**src/rtl/box_avg_prefilter_if.sv**
```systemverilog
// box_avg_prefilter_if: source/destination memory ports and start/busy/done control of the pre-filter
interface box_avg_prefilter_if #(parameter int BPP = 3);
  logic start, busy, done, wr_en;
  logic [8*BPP-1:0] pixel_in, pixel_out;
  logic [9:0] rd_adrr, wr_adrr;
  modport master(input start, pixel_in, output busy, done, wr_en, pixel_out, rd_adrr, wr_adrr);
  modport slave(output start, pixel_in, input busy, done, wr_en, pixel_out, rd_adrr, wr_adrr);
endinterface

```
**src/rtl/box_avg_prefilter.sv**
```systemverilog
// box_avg_prefilter: memory-to-memory rounded 2x2 box average with edge clamp, one pixel per 5 cycles
module box_avg_prefilter #(
  parameter int BPP = 3,
  parameter int HIEGHT = 30,
  parameter int WIDTH = 30
) (
  input logic clk,
  input logic rst,
  box_avg_prefilter_if.master bus
);
  localparam int RW = HIEGHT > 1 ? $clog2(HIEGHT) : 1;
  localparam int CW = WIDTH > 1 ? $clog2(WIDTH) : 1;
  typedef enum logic [2:0] {IDLE, P0, P1, P2, P3, WR} state_t;
  state_t state, state_nx;
  logic [RW-1:0] row;
  logic [CW-1:0] col;
  logic [9:0] base, addr_b, addr_c, addr_d;
  logic [BPP-1:0][9:0] acc, acc_nx, rnd;
  logic last_r, last_c, last;
  assign last_r = row == RW'(HIEGHT - 1);
  assign last_c = col == CW'(WIDTH - 1);
  assign last = last_r && last_c;
  // base tracks row*WIDTH+col; neighbours are offsets that collapse to zero at the clamped edges
  assign addr_b = base + 10'(!last_c);
  assign addr_c = last_r ? base : base + 10'(WIDTH);
  assign addr_d = addr_c + 10'(!last_c);
  always_comb begin
    acc_nx = '0;
    rnd = '0;
    for (int k = 0; k < BPP; k++) begin
      acc_nx[k] = (state == P0 ? 10'd0 : acc[k]) + {2'b00, bus.pixel_in[8*k +: 8]};
      rnd[k] = acc[k] + 10'd2;
    end
  end
  always_comb begin
    state_nx = IDLE;
    case (state)
      IDLE: state_nx = bus.start ? P0 : IDLE;
      P0: state_nx = P1;
      P1: state_nx = P2;
      P2: state_nx = P3;
      P3: state_nx = WR;
      WR: state_nx = last ? IDLE : P0;
      default: state_nx = IDLE;
    endcase
  end
  always_ff @(posedge clk or negedge rst)
    if (!rst) state <= IDLE;
    else state <= state_nx;
  always_ff @(posedge clk or negedge rst)
    if (!rst) begin
      row <= '0;
      col <= '0;
      base <= '0;
      acc <= '0;
      bus.rd_adrr <= '0;
      bus.wr_adrr <= '0;
      bus.pixel_out <= '0;
      bus.wr_en <= 1'b0;
      bus.busy <= 1'b0;
      bus.done <= 1'b0;
    end else begin
      bus.wr_en <= state == WR;
      bus.done <= state == WR && last;
      if (state inside {P0, P1, P2, P3}) acc <= acc_nx;
      case (state)
        IDLE:
          if (bus.start) begin
            row <= '0;
            col <= '0;
            base <= '0;
            bus.rd_adrr <= '0;
            bus.busy <= 1'b1;
          end
        P0: bus.rd_adrr <= addr_b;
        P1: bus.rd_adrr <= addr_c;
        P2: bus.rd_adrr <= addr_d;
        WR: begin
          for (int k = 0; k < BPP; k++) bus.pixel_out[8*k +: 8] <= rnd[k][9:2];
          bus.wr_adrr <= base;
          if (last) bus.busy <= 1'b0;
          else begin
            col <= last_c ? '0 : col + CW'(1);
            row <= last_c ? row + RW'(1) : row;
            base <= base + 10'd1;
            bus.rd_adrr <= base + 10'd1;
          end
        end
        default: ;
      endcase
    end
endmodule

```
**src/flat_wrapper.sv**
```systemverilog
// flat-port wrapper written by rule: the top's interface ports become plain ports
module box_avg_prefilter_flat 
#(
  parameter int BPP = 3,
  parameter int HIEGHT = 30,
  parameter int WIDTH = 30
)
  (clk, rst, bus_start, bus_pixel_in, bus_busy, bus_done, bus_wr_en, bus_pixel_out, bus_rd_adrr, bus_wr_adrr);
  box_avg_prefilter_if #(.BPP(BPP)) bus_i ();
  input logic clk;
  input logic rst;
  input wire logic [$bits(bus_i.start)-1:0] bus_start;
  input wire logic [$bits(bus_i.pixel_in)-1:0] bus_pixel_in;
  output wire logic [$bits(bus_i.busy)-1:0] bus_busy;
  output wire logic [$bits(bus_i.done)-1:0] bus_done;
  output wire logic [$bits(bus_i.wr_en)-1:0] bus_wr_en;
  output wire logic [$bits(bus_i.pixel_out)-1:0] bus_pixel_out;
  output wire logic [$bits(bus_i.rd_adrr)-1:0] bus_rd_adrr;
  output wire logic [$bits(bus_i.wr_adrr)-1:0] bus_wr_adrr;
  assign bus_i.start = bus_start;
  assign bus_i.pixel_in = bus_pixel_in;
  assign bus_busy = bus_i.busy;
  assign bus_done = bus_i.done;
  assign bus_wr_en = bus_i.wr_en;
  assign bus_pixel_out = bus_i.pixel_out;
  assign bus_rd_adrr = bus_i.rd_adrr;
  assign bus_wr_adrr = bus_i.wr_adrr;
  box_avg_prefilter #(.BPP(BPP), .HIEGHT(HIEGHT), .WIDTH(WIDTH)) u_core (.clk(clk), .rst(rst), .bus(bus_i));
endmodule
```
**config.mk**
```make
export PLATFORM = sky130hd
export DESIGN_NAME = box_avg_prefilter_flat
export DESIGN_NICKNAME = d
export VERILOG_FILES = /design/src/rtl/box_avg_prefilter_if.sv /design/src/rtl/box_avg_prefilter.sv /design/src/flat_wrapper.sv
export SDC_FILE = /design/constraint.sdc
export NUM_CORES = 1
export LEC_CHECK = 0
export CELL_PAD_IN_SITES_DETAIL_PLACEMENT = 0
export CELL_PAD_IN_SITES_GLOBAL_PLACEMENT = 1
export CORE_ASPECT_RATIO = 0.7
export CORE_MARGIN = 2
export CORE_UTILIZATION = 43
export DETAILED_ROUTE_END_ITERATION = 16
export GPL_ROUTABILITY_DRIVEN = 0
export PLACE_DENSITY_LB_ADDON = 0.1
export SLEW_MARGIN = 15
export SYNTH_ARGS = -nofsm -noshare
export SYNTH_HDL_FRONTEND = slang
export SYNTH_SLANG_ARGS = --single-unit
```
**constraint.sdc**
```tcl
create_clock -name clk -period 3.7 [get_ports clk]
set_input_delay 0.74 -clock clk [delete_from_list [all_inputs] [get_ports clk]]
set_output_delay 0.74 -clock clk [all_outputs]
set_load 0.05 [all_outputs]
```
==> results.md, run 1 <==
Worst setup path:
- The biggest fanout along the worst timing path is 34.
- STA classifies the critical path startpoint as a flip-flop.
- Measured in cells, the most critical reg-to-reg path has a length of 13.
- The category of the critical setup timing path is reg2reg.
- For the worst setup path, the data required time is 3.95 ns.
- The capturing element type of the critical path is a flip-flop.
- Data on the critical path arrives at its endpoint at 3.22 ns.

Global routing:
- The first global-routing pass estimated 27.81 mm of wire.
- The number of global-route vias before repair is between 5000 and 6000.
- Global routing used 21.97% of the available tracks.
- Entering global routing, the biggest net connects 72 pins.
- The number of antenna violations at the first check in global routing is 0.
- For this run the aggregate overflow at the end of global routing stands at 0.

Floorplan:
- The die height is 106.4 um.
- The core region is 14680 um2.
- The x dimension of the die is 150.3 um.
- The initialized floorplan defines 37 standard-cell rows.
- 74 I/O pins were placed.
- The die covers 15990 um2.
- The starting density of the core is 43.88%.

Synth:
- The number of nets handed over by synthesis was 795.
- The average instance in the mapped netlist occupies 8.834 um2.
- The synthesized netlist occupies a cell area of 6440 um2.
- The fraction of registers with async set or reset after synthesis is 100.0%.
- The count of flip-flops with a built-in enable after synthesis is 0.
- The share of the Yosys chip area taken by registers is 38.86%.
- The flip-flop and latch count after synthesis is 100.
- After technology mapping, the gate count stands at around 730.
- The distinct cell type count of the synthesized netlist is 66.
- The Yosys step of the flow raised 0 warnings.
- The most used flip-flop cell after synthesis is dfrtp_1.

Clock network:
- Buffers inserted during clock tree synthesis total 9.
- The insertion delay of the later-clocked pin in the worst-skew pair is 0.36 ns.
- The number of setup buffers added after CTS is 0.
- CTS built an H-tree with a depth of 3.
- TritonCTS built the clock tree.
- Buffers inserted to repair hold after CTS numbered 0.
- The clock-pin slew on the worst setup and hold paths is 0.07 ns.
- In this run, post-CTS repair resized a total of 0 instances.
- The clock net in this run drives a total of 100 sinks.
- The root buffer cell is clkbuf_16.
- No sink is reached through more buffers than the 2 on the longest clock path.

Timing:
- The final setup violation count is 0.
- The highest attainable clock frequency is 0.3376 GHz.
- The transition time at the pin with the least slew margin is roughly 0.8 ns.
- The number of failing hold endpoints at the final stage is 0.
- In this run the tightest slew margin relative to its limit is 47.82%.
- The final period utilization is approximately 80%.
- Setup repair after global routing left no endpoint under its margin.
- The final worst hold slack is 0.4376 ns.
- For the finished layout, the period the worst path requires is 2.962 ns.
- The final-layout setup total negative slack is 0 ns.
- The number of max-slew violations in the final report was 0.
- The final setup skew is 0.008309 ns.

Power and ir drop:
- The largest voltage drop on the vdd net is between 0.3 and 0.4 mV.
- For this design the static power due to leakage is approximately 3.3 nW.
- The power density of the placed cells is 871.5 nW/um2.
- The sum of internal, switching and leakage power is about 6.7 mW.

Drt:
- After detailed routing, the number of remaining DRC violations is 0.
- The violation count after the first detailed-route iteration is 380.
- The total number of vias is 5464.
- Wires add up to 16.43 mm.
- The number of optimization iterations in the first detailed-route pass is 5.
- In this run the remaining antenna-violating nets after routing total 0.
- The vias per cell is 5.536.
- The routed wire length per instance is 16.65 um.

Placed design:
- The count of input and output buffers is 73.
- The estimated wirelength of the detail-placed design is 11.62 mm.
- After detailed placement, the total cell area comes to 7312 um2.
- Including well taps, the total number of placed cells is 971.

Finish:
- The growth of design area from synthesis to finish is 18.77%.
- Once layout is done, the placed cells without fillers occupy 7649 um2.
- Leaving out fill and tap cells, the most frequent cell in the layout is nand2_1.
- The number of diodes is 0.
- In the final layout, the share of cells above drive strength 1 is 6.818%.
- The number of standard cells in the layout, taps in and fillers out is between 900 and 1000.
- The top cell types in the final layout, fill and taps aside, are 121 x nand2_1, 100 x dfrtp_1, 78 x o21ai_0.
- The net count of the finished layout is 853.

Min path:
- The class of the worst hold path is in2async.

Status:
- The run finished with clean final reports.

Job:
- The tool flagged a number of max-cap violations equal to 0.
## final cells by class
cell class / count / area (um2)
multi-input cells: 567 / 3640
flip-flops and latches: 100 / 2502
repair buffers: 83 / 828.3
inverters: 26 / 97.59
clock buffers: 11 / 252.7
well taps: 195 / 244.0
clock inverters: 5 / 83.83
fillers: 1392 / 7027
## path summary, 6_finish.rpt
check                      slack, ns                        from                                    to
setup / recovery                0.74   u_core.state[2]$_DFF_PN0_            u_core.acc[26]$_DFFE_PN0P_
hold / removal                  0.44                         rst             u_core.acc[1]$_DFFE_PN0P_
setup reg to reg                0.74   u_core.state[2]$_DFF_PN0_            u_core.acc[26]$_DFFE_PN0P_
hold reg to reg                 0.47  u_core.acc[10]$_DFFE_PN0P_            u_core.acc[10]$_DFFE_PN0P_
max in group asynchronous       2.54                         rst  u_core.bus.pixel_out[16]$_DFFE_PN0P_
min in group clk                0.47  u_core.acc[10]$_DFFE_PN0P_            u_core.acc[10]$_DFFE_PN0P_
## where the power goes
group	internal (mW)	total, mW	switching [mW]	leakage, nW
logic	1.45	3.78	2.33	1.88
clock network	0.631	1.06	0.433	0.158
registers	1.48	1.82	0.346	1.29
## registers in the layout (all words and copies together) (netlist names)
| signal | count |
|---|---|
| u_core.acc | 30 |
| u_core.base | 10 |
| u_core.bus.busy | 1 |
| u_core.bus.done | 1 |
| u_core.bus.pixel_out | 24 |
| u_core.bus.rd_adrr | 10 |
| u_core.bus.wr_adrr | 10 |
| u_core.bus.wr_en | 1 |
| u_core.col | 5 |
| u_core.row | 5 |
| u_core.state | 3 |
## per-layer routing
layer,wire [um],GRT usage (%),up-vias
li1,-,-,2689
met1,8511,33.87,2621
met2,6881,31.23,137
met3,857,4.549,17
met4,183,5.121,0
met5,0,0,-
## cells by family (layout without fill, tap and decap cells)
logic type	count (synthesis)	after routing	synth area share (%)
flops	100	100	38.86
simple gates	288	288	22.46
xor+xnor	58	58	8.005
compound gates	180	180	17.58
fa+ha+maj	39	39	7.927
buf+inv	62	125	4.818
mux	2	2	0.3497
## through the flow
| step | setup WS [ns] | util, % |
|---|---|---|
| final | 0.7380 | 52.12 |
| after global routing | 0.4309 | 52.12 |
| after CTS | 0.7370 | 52.12 |
| after detailed placement | 0.7476 | 49.83 |
| after global placement | 0.7696 | 49.83 |
| after floorplan | 0.6397 | - |
## cell usage after synthesis, types with 4 or more instances
master      n  area [um2]
a211oi_1    4       30.03
a21o_1      9       67.56
a21oi_1    19       95.09
a31oi_1    16       100.1
a32oi_1     4       35.03
and2_1     24       150.1
and3_1     18       112.6
buf_2       4       20.02
buf_4       6       45.04
clkbuf_1   20       75.07
dfrtp_1   100        2502
ha_1       36       450.4
inv_1      24       90.09
nand2_1   121       454.2
nand3_1    33       165.2
nand4_1     5       31.28
nor2_1     37       138.9
nor2b_1     6       37.54
nor3_1     17       85.08
o211ai_1    6       45.04
o21ai_0    78       390.4
o21ai_1     4       20.02
o22ai_1     4       25.02
o31ai_1     6       45.04
or2_2       5       31.28
xnor2_1    25       219.0
xor2_1     32       280.3
## worst max-delay path, stage by stage, from the launching register on
cell and delay (ns):
dfrtp_1 0.35, clkinv_1 0.27, nand3_1 0.24, buf_12 0.20, and2_1 0.16, ha_1 0.16
inv_1 0.06, fa_1 0.40, nor2b_1 0.14, o21ai_1 0.08, a21boi_0 0.32, o31a_1 0.22
a211oi_1 0.07, a21o_1 0.17
Note: power is estimated with default switching activity, not from simulation.
==> run 2, diff against run 1 <==
Settings changed: CORE_UTILIZATION 43 to 39.
Clock period 3.7 ns to 2.7 ns, I/O delays scaled along.
==> results.md, run 2 (synthesized netlist as in run 1, its figures left out) <==
Job:
- Across the run, the number of max-cap violations was 0.

Power and ir drop:
- IR analysis of the VDD net gives a maximum drop of 0.8668 mV.
- Overall power consumption after layout is estimated at slightly above 9 mW.
- Net switching is 45.71% of the power.
- The leakage power of the design is ~3.4 nW.
- For this design the total switching power over the nets is 4.254 mW.
- In this run the power density over the cells is 1180 nW/um2.
- Of the total power, the clock network draws 15.9%.
- The share of total power dissipated in sequential elements is 26.9%.
- In this run, the combinational gates consume 57.3% of the power.
- The design internal power is 5.052 mW.

Floorplan:
- In this run the vertical extent of the chip is roughly 110 um.
- The count of pins on the block boundary is 74.
- The number of core rows is 39.
- The floorplan core area is 16250 um2.
- The starting density of the core is about two fifths.
- The die covers 17570 um2.
- The x dimension of the die is approximately 160 um.

Worst setup path:
- The number of cells on the critical path is 12.
- The worst-case register-to-register setup slack is 0.20 ns.
- Together, buffers and inverters on the worst path number 2.
- The startpoint identified for the worst register-to-register timing path is u_core.state[2]$_DFF_PN0_.
- The data required time of the critical path is 2.98 ns.
- STA classifies the critical path endpoint as a flip-flop.
- The critical path goes through clkinv_4 > nand3_4 > and2_1 > ha_1 > inv_1 > fa_2 > nor2b_1 > o21ai_1 > a21boi_1 > o311a_1 > or4_1 > nand3_1.
- The category of the critical setup timing path is reg2reg.
- In this run the worst path has a maximum fanout of 8.
- Measured in cells, the most critical reg-to-reg path has a length of 12.
- The cell with the largest stage delay on the worst path is dfrtp_1.
- The critical path launch point type is a flip-flop.
- The endpoint identified for the worst register-to-register timing path is u_core.acc[8]$_DFFE_PN0P_.
- For this run, the slowest stage of the critical path takes 0.41 ns.
- The gate family responsible for the most delay along the worst path is simple AND/OR/NAND/NOR gates.
- The arrival time reported for the critical path endpoint is 2.78 ns.

Clock network:
- The insertion delay of the later-clocked pin in the worst-skew pair is 0.35 ns.
- The number of clock sinks is 100.
- Counting the buffers created by CTS gives 9.
- The clock tree from TritonCTS is yes.
- Clock-pin slew was measured on the worst setup and hold paths at about 0.070 ns.
- The maximum number of buffers from clock root to sink is 2.
- The hold buffer count at CTS is 0.
- The H-tree level count is 3.
- The root buffer cell is clkbuf_16.

Timing:
- The worst path uses ~93% of the clock period.
- For the finished layout, the period the worst path requires is 2.500 ns.
- The worst pin sits at a relative slew slack of 49.15%.
- The final setup skew is 0.005046 ns.
- The number of max-slew violations in the final report is 0.
- For this run, the top clock speed supported by timing is 0.4000 GHz.
- The number of failing hold endpoints at the final stage is 0.
- Setup repair after global routing left no endpoint under its margin.
- Setup total negative slack on the finished layout was measured at 0 ns.
- Setup violations remaining at the end of the flow were counted as 0.
- For the pin with the worst max-slew slack, the measured transition is 0.7573 ns.

Placed design:
- Once placement completed, the tool counted placed cells totaling 1019.
- The estimated wirelength of the detail-placed design is 11.98 mm.
- The count of input and output buffers is 73.
- In this run the cell area measured after placement is ~7500 um2.

Finish:
- The growth of design area from synthesis to finish is 22.44%.
- The number of diodes is 0.
- Of the cells placed in the final design, the portion with a size suffix greater than 1 is ~10%.
- The register with the most flip-flops in the layout has 30 of them.
- The most common library cell in the layout ignoring fill and taps is nand2_1.
- The largest register by flop count is u_core.acc.
- The net count of the finished layout is ~880.
- The count of cells in the finished layout, fillers not included, comes to between 1000 and 1500.
- In the layout the commonest cells are 121 x nand2_1, 99 x dfrtp_1, 76 x o21ai_0.
- The area of combinational cells with multiple inputs is about 3700 um2.
- In the final layout, the registers with the most flip-flops are u_core.acc (30), u_core.bus.pixel_out (24).
- The finished cells cover 7885 um2.
- The number of inserted filler cells in the final layout is 1577.
- Across the whole layout, storage elements account for 2504 um2.

Drt:
- The violation count after the first detailed-route iteration is around 380.
- The number of optimization iterations in the first detailed-route pass is 4.
- The total routed wirelength is 16.50 mm.
- The total number of vias is 5466.
- The routed wire length per instance is 15.89 um.
- The vias per cell is 5.266.
- The number of nets with antenna violations after routing is 0.
- The remaining design rule violation count is 0.

Global routing:
- For this run, the total global-route usage over all layers was measured as 19.54%.
- The number of global-route vias before repair is 5348.
- Summed over all layers, the global routing overflow is 0.
- The first global-routing pass estimated ~28 mm of wire.
- The number of antenna violations at the first check in global routing came to 0.
- Entering global routing, the biggest net connects 72 pins.

Status:
- The flow ran to the end, and the final reports show no timing, DRC or antenna violations.

Min path:
- The class of the worst hold path is in2async.
run 2: per-layer routing:
metal,track usage (%),wire (um),up-vias
li1,-,-,2736
met5,0,0,-
met1,29.47,8372,2605
met3,3.309,725,12
met2,29.58,7254,113
met4,3.758,145,0
run 2: final cells by class:
type | count | area share [%]
Clock buffer | 11 | 2.951
Clock inverter | 4 | 1.254
Inverter | 26 | 1.333
Multi-Input combinational cell | 568 | 46.64
Sequential cell | 100 | 31.75
Tap cell | 225 | 3.570
Timing Repair Buffer | 104 | 12.50
run 2: how the worst max path moves through the flow:
stage / start / slack, ns / to
after detailed placement: bus_pixel_in[16] / 0.02 / u_core.acc[26]$_DFFE_PN0P_
after CTS: u_core.state[1]$_DFF_PN0_ / 0.11 / u_core.acc[28]$_DFFE_PN0P_
after floorplan: u_core.state[1]$_DFF_PN0_ / 0.01 / u_core.acc[8]$_DFFE_PN0P_
after global placement: bus_pixel_in[16] / 0.06 / u_core.acc[26]$_DFFE_PN0P_
after global routing: u_core.state[2]$_DFF_PN0_ / 0.002 / u_core.acc[8]$_DFFE_PN0P_
final: u_core.state[2]$_DFF_PN0_ / 0.20 / u_core.acc[8]$_DFFE_PN0P_
run 2: through the flow:
stage / util (%) / hold slack [ns] / worst slack (ns)
after global placement: 46.20 / 0.4497 / 0.05510
after global routing: 48.53 / 0.2736 / 0.001728
final: 48.53 / 0.2237 / 0.1999
after detailed placement: 46.20 / 0.4537 / 0.01966
after CTS: 48.24 / 0.2532 / 0.1057
after floorplan: - / 0.2444 / 0.009532
run 2: power groups by stage:
stage	sequential (mW)	clock (mW)	combinational [mW]
6_report	2.50	1.48	5.33
5_1_grt	2.58	1.57	5.98
4_1_cts	2.50	1.51	5.30
3_5_place_dp	2.52	0	5.27
3_3_place_gp	2.51	0	5.20
2_1_floorplan	3.09	0	3.16
run 2: timing repair:
action,4_1_cts,5_1_grt
endpoints found under the setup margin,0,6
setup buffers,0,3
endpoints found under the hold margin,0,0
resized for setup,0,7
==> run 3, diff against run 2 <==
Settings changed: ABC_AREA from default to 1, CORE_UTILIZATION 39 to 37, PLACE_DENSITY from default to 0.78, PLACE_DENSITY_LB_ADDON 0.1 to default.
==> results.md, run 3 <==
Global routing:
- The largest net degree at the start of global routing is 39.
- The first global-routing pass estimated 25.70 mm of wire.
- For this run the aggregate overflow at the end of global routing stands at 0.
- The number of antenna violations at the first check in global routing is 0.
- In this run the most used layer during global routing was met1.
- The global-route met3 utilization is between 3 and 4%.
- The routing usage on met2 is 25.62%.
- In the global route stage, overall resource usage came out at ~18%.
- The number of global-route vias before repair is ~5200.
- The global routing usage on met1 is between 20 and 30%.

Synth:
- In the synthesized netlist the dominant register cell turns out to be dfrtp_1.
- Of the synthesized area, sequential elements account for 40.49%.
- Synthesis instantiated 44 different standard cells from the library.
- The largest area contributor in the synthesized netlist is dfrtp_1.
- The synthesized design contains 0 enable-type register cells.
- The number of instances in the synthesized netlist is 831.
- The synthesis warning total is 0.
- The average cell area after synthesis is 7.436 um2.
- In the synthesized netlist the async set-or-reset flop fraction comes to 100.0%.
- The mapped cell area is 6180 um2.
- The proportion of netlist area held by the largest area contributor is between 40 and 50%.
- The number of nets handed over by synthesis was 897.
- nand2_1 is the most common cell in the netlist.
- Synthesis inferred 100 register bits.
- Ranked by total cell area, the synthesized netlist is headed by dfrtp_1 40%, nand2_1 15%, ha_1 7.3%.
- The commonest cells after synthesis are 254 x nand2_1, 102 x inv_1, 100 x dfrtp_1.

Timing:
- The number of failing hold endpoints at the final stage is 0.
- The final worst hold slack is 0.1756 ns.
- Setup repair after global routing could not meet its margin everywhere.
- The final setup violation count is 0.
- The clock period could shrink to 2.593 ns.
- At the pin with the least slew margin, the transition time is 0.8357 ns.
- The worst slew slack as a fraction of its limit is 44.23%.
- The final critical path takes up between 90% and 100% of the cycle.
- The final setup skew is ~0.0079 ns.
- The number of max-slew violations in the final report came to 0.
- Timing would allow up to 0.3857 GHz.

Floorplan:
- The x dimension of the die is between 150 and 200 um.
- In this run the standard cell core region covers 16350 um2.
- The floorplan has 39 rows.
- The starting density of the core is 37.80%.
- The die covers 17770 um2.
- The count of pins on the block boundary is 74.
- The die height is 112.1 um.

Finish:
- The library cell used most frequently in the layout, excluding fill and tap cells, is nand2_1.
- The flip-flop count of the largest register, all copies and words added is 30.
- In the final layout, the registers with the most flip-flops are u_core.acc (30), u_core.bus.pixel_out (24).
- In the layout the commonest cells are 252 x nand2_1, 102 x inv_1, 100 x dfrtp_1.
- The fraction of layout cells with a size suffix above 1 is 9.688%.
- The final layout contains 990 nets.
- The largest register by flop count is u_core.acc.
- The growth of design area from synthesis to finish is 24.88%.
- The number of antenna diodes in the final layout is 0.
- The final core utilization is 47.21%.
- The filler cells instantiated in the layout total around 1700.

Placed design:
- The count of input and output buffers is 73.
- Once detailed placement completed, the half-perimeter wirelength came to 11.32 mm.

Worst setup path:
- The arrival time reported for the critical path endpoint is approximately 2.8 ns.
- Data on the critical path is required at its endpoint by between 2 and 3 ns.
- By startpoint and endpoint, the worst setup path is classified as reg2reg.
- Along the worst path, the maximum fanout reaches 8.
- STA classifies the critical path endpoint as a flip-flop.
- The critical path launch point type is a flip-flop.

Clock network:
- The tree built by TritonCTS fans out to 100 sinks.
- The root buffer cell is clkbuf_16.
- For this design, the CTS-stage hold fixing added 0 buffers.
- The clock-pin slew on the worst setup and hold paths is approximately 0.070 ns.
- CTS built an H-tree with a depth of 3.
- For the worst-skew pair, the clock arrives at the later sink with an insertion delay of 0.36 ns.
- The clock tree from TritonCTS is yes.
- The number of buffers created by CTS is 9.
- No sink is reached through more buffers than the 2 on the longest clock path.

Power and ir drop:
- The leakage power of the design is between 3 and 4 nW.
- The largest voltage drop on the vdd net is a little over 0.6 mV.
- Dividing total power by cell area gives a power density of 838.6 nW/um2.

Drt:
- The number of optimization iterations in the first detailed-route pass is 5.
- The final layout contains routed wiring with a total length of ~15 mm.
- In the routed layout, each cell is associated on average with a via count of 4.710.
- For this run, design rule violations remaining after detail routing come to 0.
- The number of nets with antenna violations after routing is 0.
- The violation count after the first detailed-route iteration is 318.
- Summing over every cut layer, the via total after detailed routing is about 5400.
- After detailed routing, the average wire length per cell comes to around 13 um.

Job:
- The max-cap check violation count is 0.

Min path:
- The tightest min-delay check is of the in2async type.

Status:
- The run finished with clean final reports.
run 3: cell count changes after synthesis, moves of 9 or more:
cell	previous run	this run
nand2_1	121	254
inv_1	24	102
nand3_1	33	63
and2_1	24	0
nor2_1	37	61
xor2_1	32	13
xnor2_1	25	8
and3_1	18	2
a31oi_1	16	3
nor3_1	17	7
clkbuf_1	20	11
o21ai_0	78	69
run 3: repair_timing:
item                       CTS  global route
buffers inserted             0             2
setup endpoints to repair    0            11
gates resized for setup      0            19
run 3: cell families (layout without fill, tap and decap cells):
kind of cell / Yosys count / after routing / share of synthesized area, %
flip-flops: 100 / 100 / 40.49
buffers and inverters: 130 / 227 / 8.220
XOR/XNOR: 21 / 21 / 2.976
multiplexers: 1 / 1 / 0.1620
adder cells (fa/ha/maj): 39 / 39 / 8.261
AO/OA/AOI/OAI: 126 / 126 / 11.30
AND/OR/NAND/NOR: 414 / 415 / 28.59
run 3: layout make-up:
type	instances	area [um2]	share of cell area, %
clock buffers	11	252.7	3.275
clock inverters	5	58.81	0.7620
inverters	110	412.9	5.350
multi-input cells	602	3242	42.01
flip-flops and latches	100	2502	32.43
well taps	225	281.5	3.648
repair buffers	101	967.2	12.53
run 3: power breakdown:
| group | switching [mW] | total, mW | leakage, nW | internal, mW |
|---|---|---|---|---|
| registers | 0.347 | 2.24 | 1.22 | 1.90 |
| clock network | 0.602 | 1.37 | 0.148 | 0.772 |
| logic | 1.73 | 2.85 | 2.41 | 1.13 |
| total | 2.68 | 6.47 | 3.78 | 3.79 |
run 3: path summary, 6_finish.rpt:
check | from | end | slack (ns) | cells after the start
worst max-delay path | u_core.state[1]$_DFF_PN0_ | u_core.acc[7]$_DFFE_PN0P_ | 0.11 | 17
worst min-delay path | rst | u_core.acc[4]$_DFFE_PN0P_ | 0.18 | 1
worst max register to register | u_core.state[1]$_DFF_PN0_ | u_core.acc[7]$_DFFE_PN0P_ | 0.11 | 17
worst min register to register | u_core.bus.pixel_out[0]$_DFFE_PN0P_ | u_core.bus.pixel_out[0]$_DFFE_PN0P_ | 0.47 | 2
max in group asynchronous | rst | u_core.bus.pixel_out[12]$_DFFE_PN0P_ | 1.95 | 2
min in group clk | u_core.bus.pixel_out[0]$_DFFE_PN0P_ | u_core.bus.pixel_out[0]$_DFFE_PN0P_ | 0.47 | 2
run 3: stage by stage:
stage / power, mW / area, um2 / TNS (ns) / instances / setup WS [ns]
2_1_floorplan: 4.147 / 6182 / 0 / 831 / 0.05709
3_3_place_gp: 5.008 / 7315 / -0.08415 / 1135 / -0.06849
3_5_place_dp: 5.022 / 7315 / -0.1641 / 1135 / -0.1183
4_1_cts: 6.423 / 7626 / 0 / 1151 / 0.01706
5_1_grt: 6.975 / 7717 / -0.2165 / 1154 / -0.09870
6_report: 6.472 / 7717 / 0 / 1154 / 0.1073
run 3: worst max-delay path, stage by stage, from the launching register on:
cell and delay (ns):
dfrtp_1 0.39, nor2_2 0.12, nand2_2 0.13, buf_6 0.17
nand2_1 0.06, inv_1 0.04, ha_1 0.32, a21oi_2 0.16
nand2_1 0.08, nand2_1 0.09, nand2_1 0.07, a21oi_2 0.17
nor2_2 0.06, nor2_1 0.10, o21bai_1 0.08, or2_2 0.28
nand3_1 0.07, o21ai_0 0.08
run 3: layer usage:
metal	share of wire (%)	wire, um	vias up
met5	0	0	-
met1	55	8416	2474
met4	1.1	174	0
met2	41	6236	87
met3	3.7	570	13
li1	-	-	2861
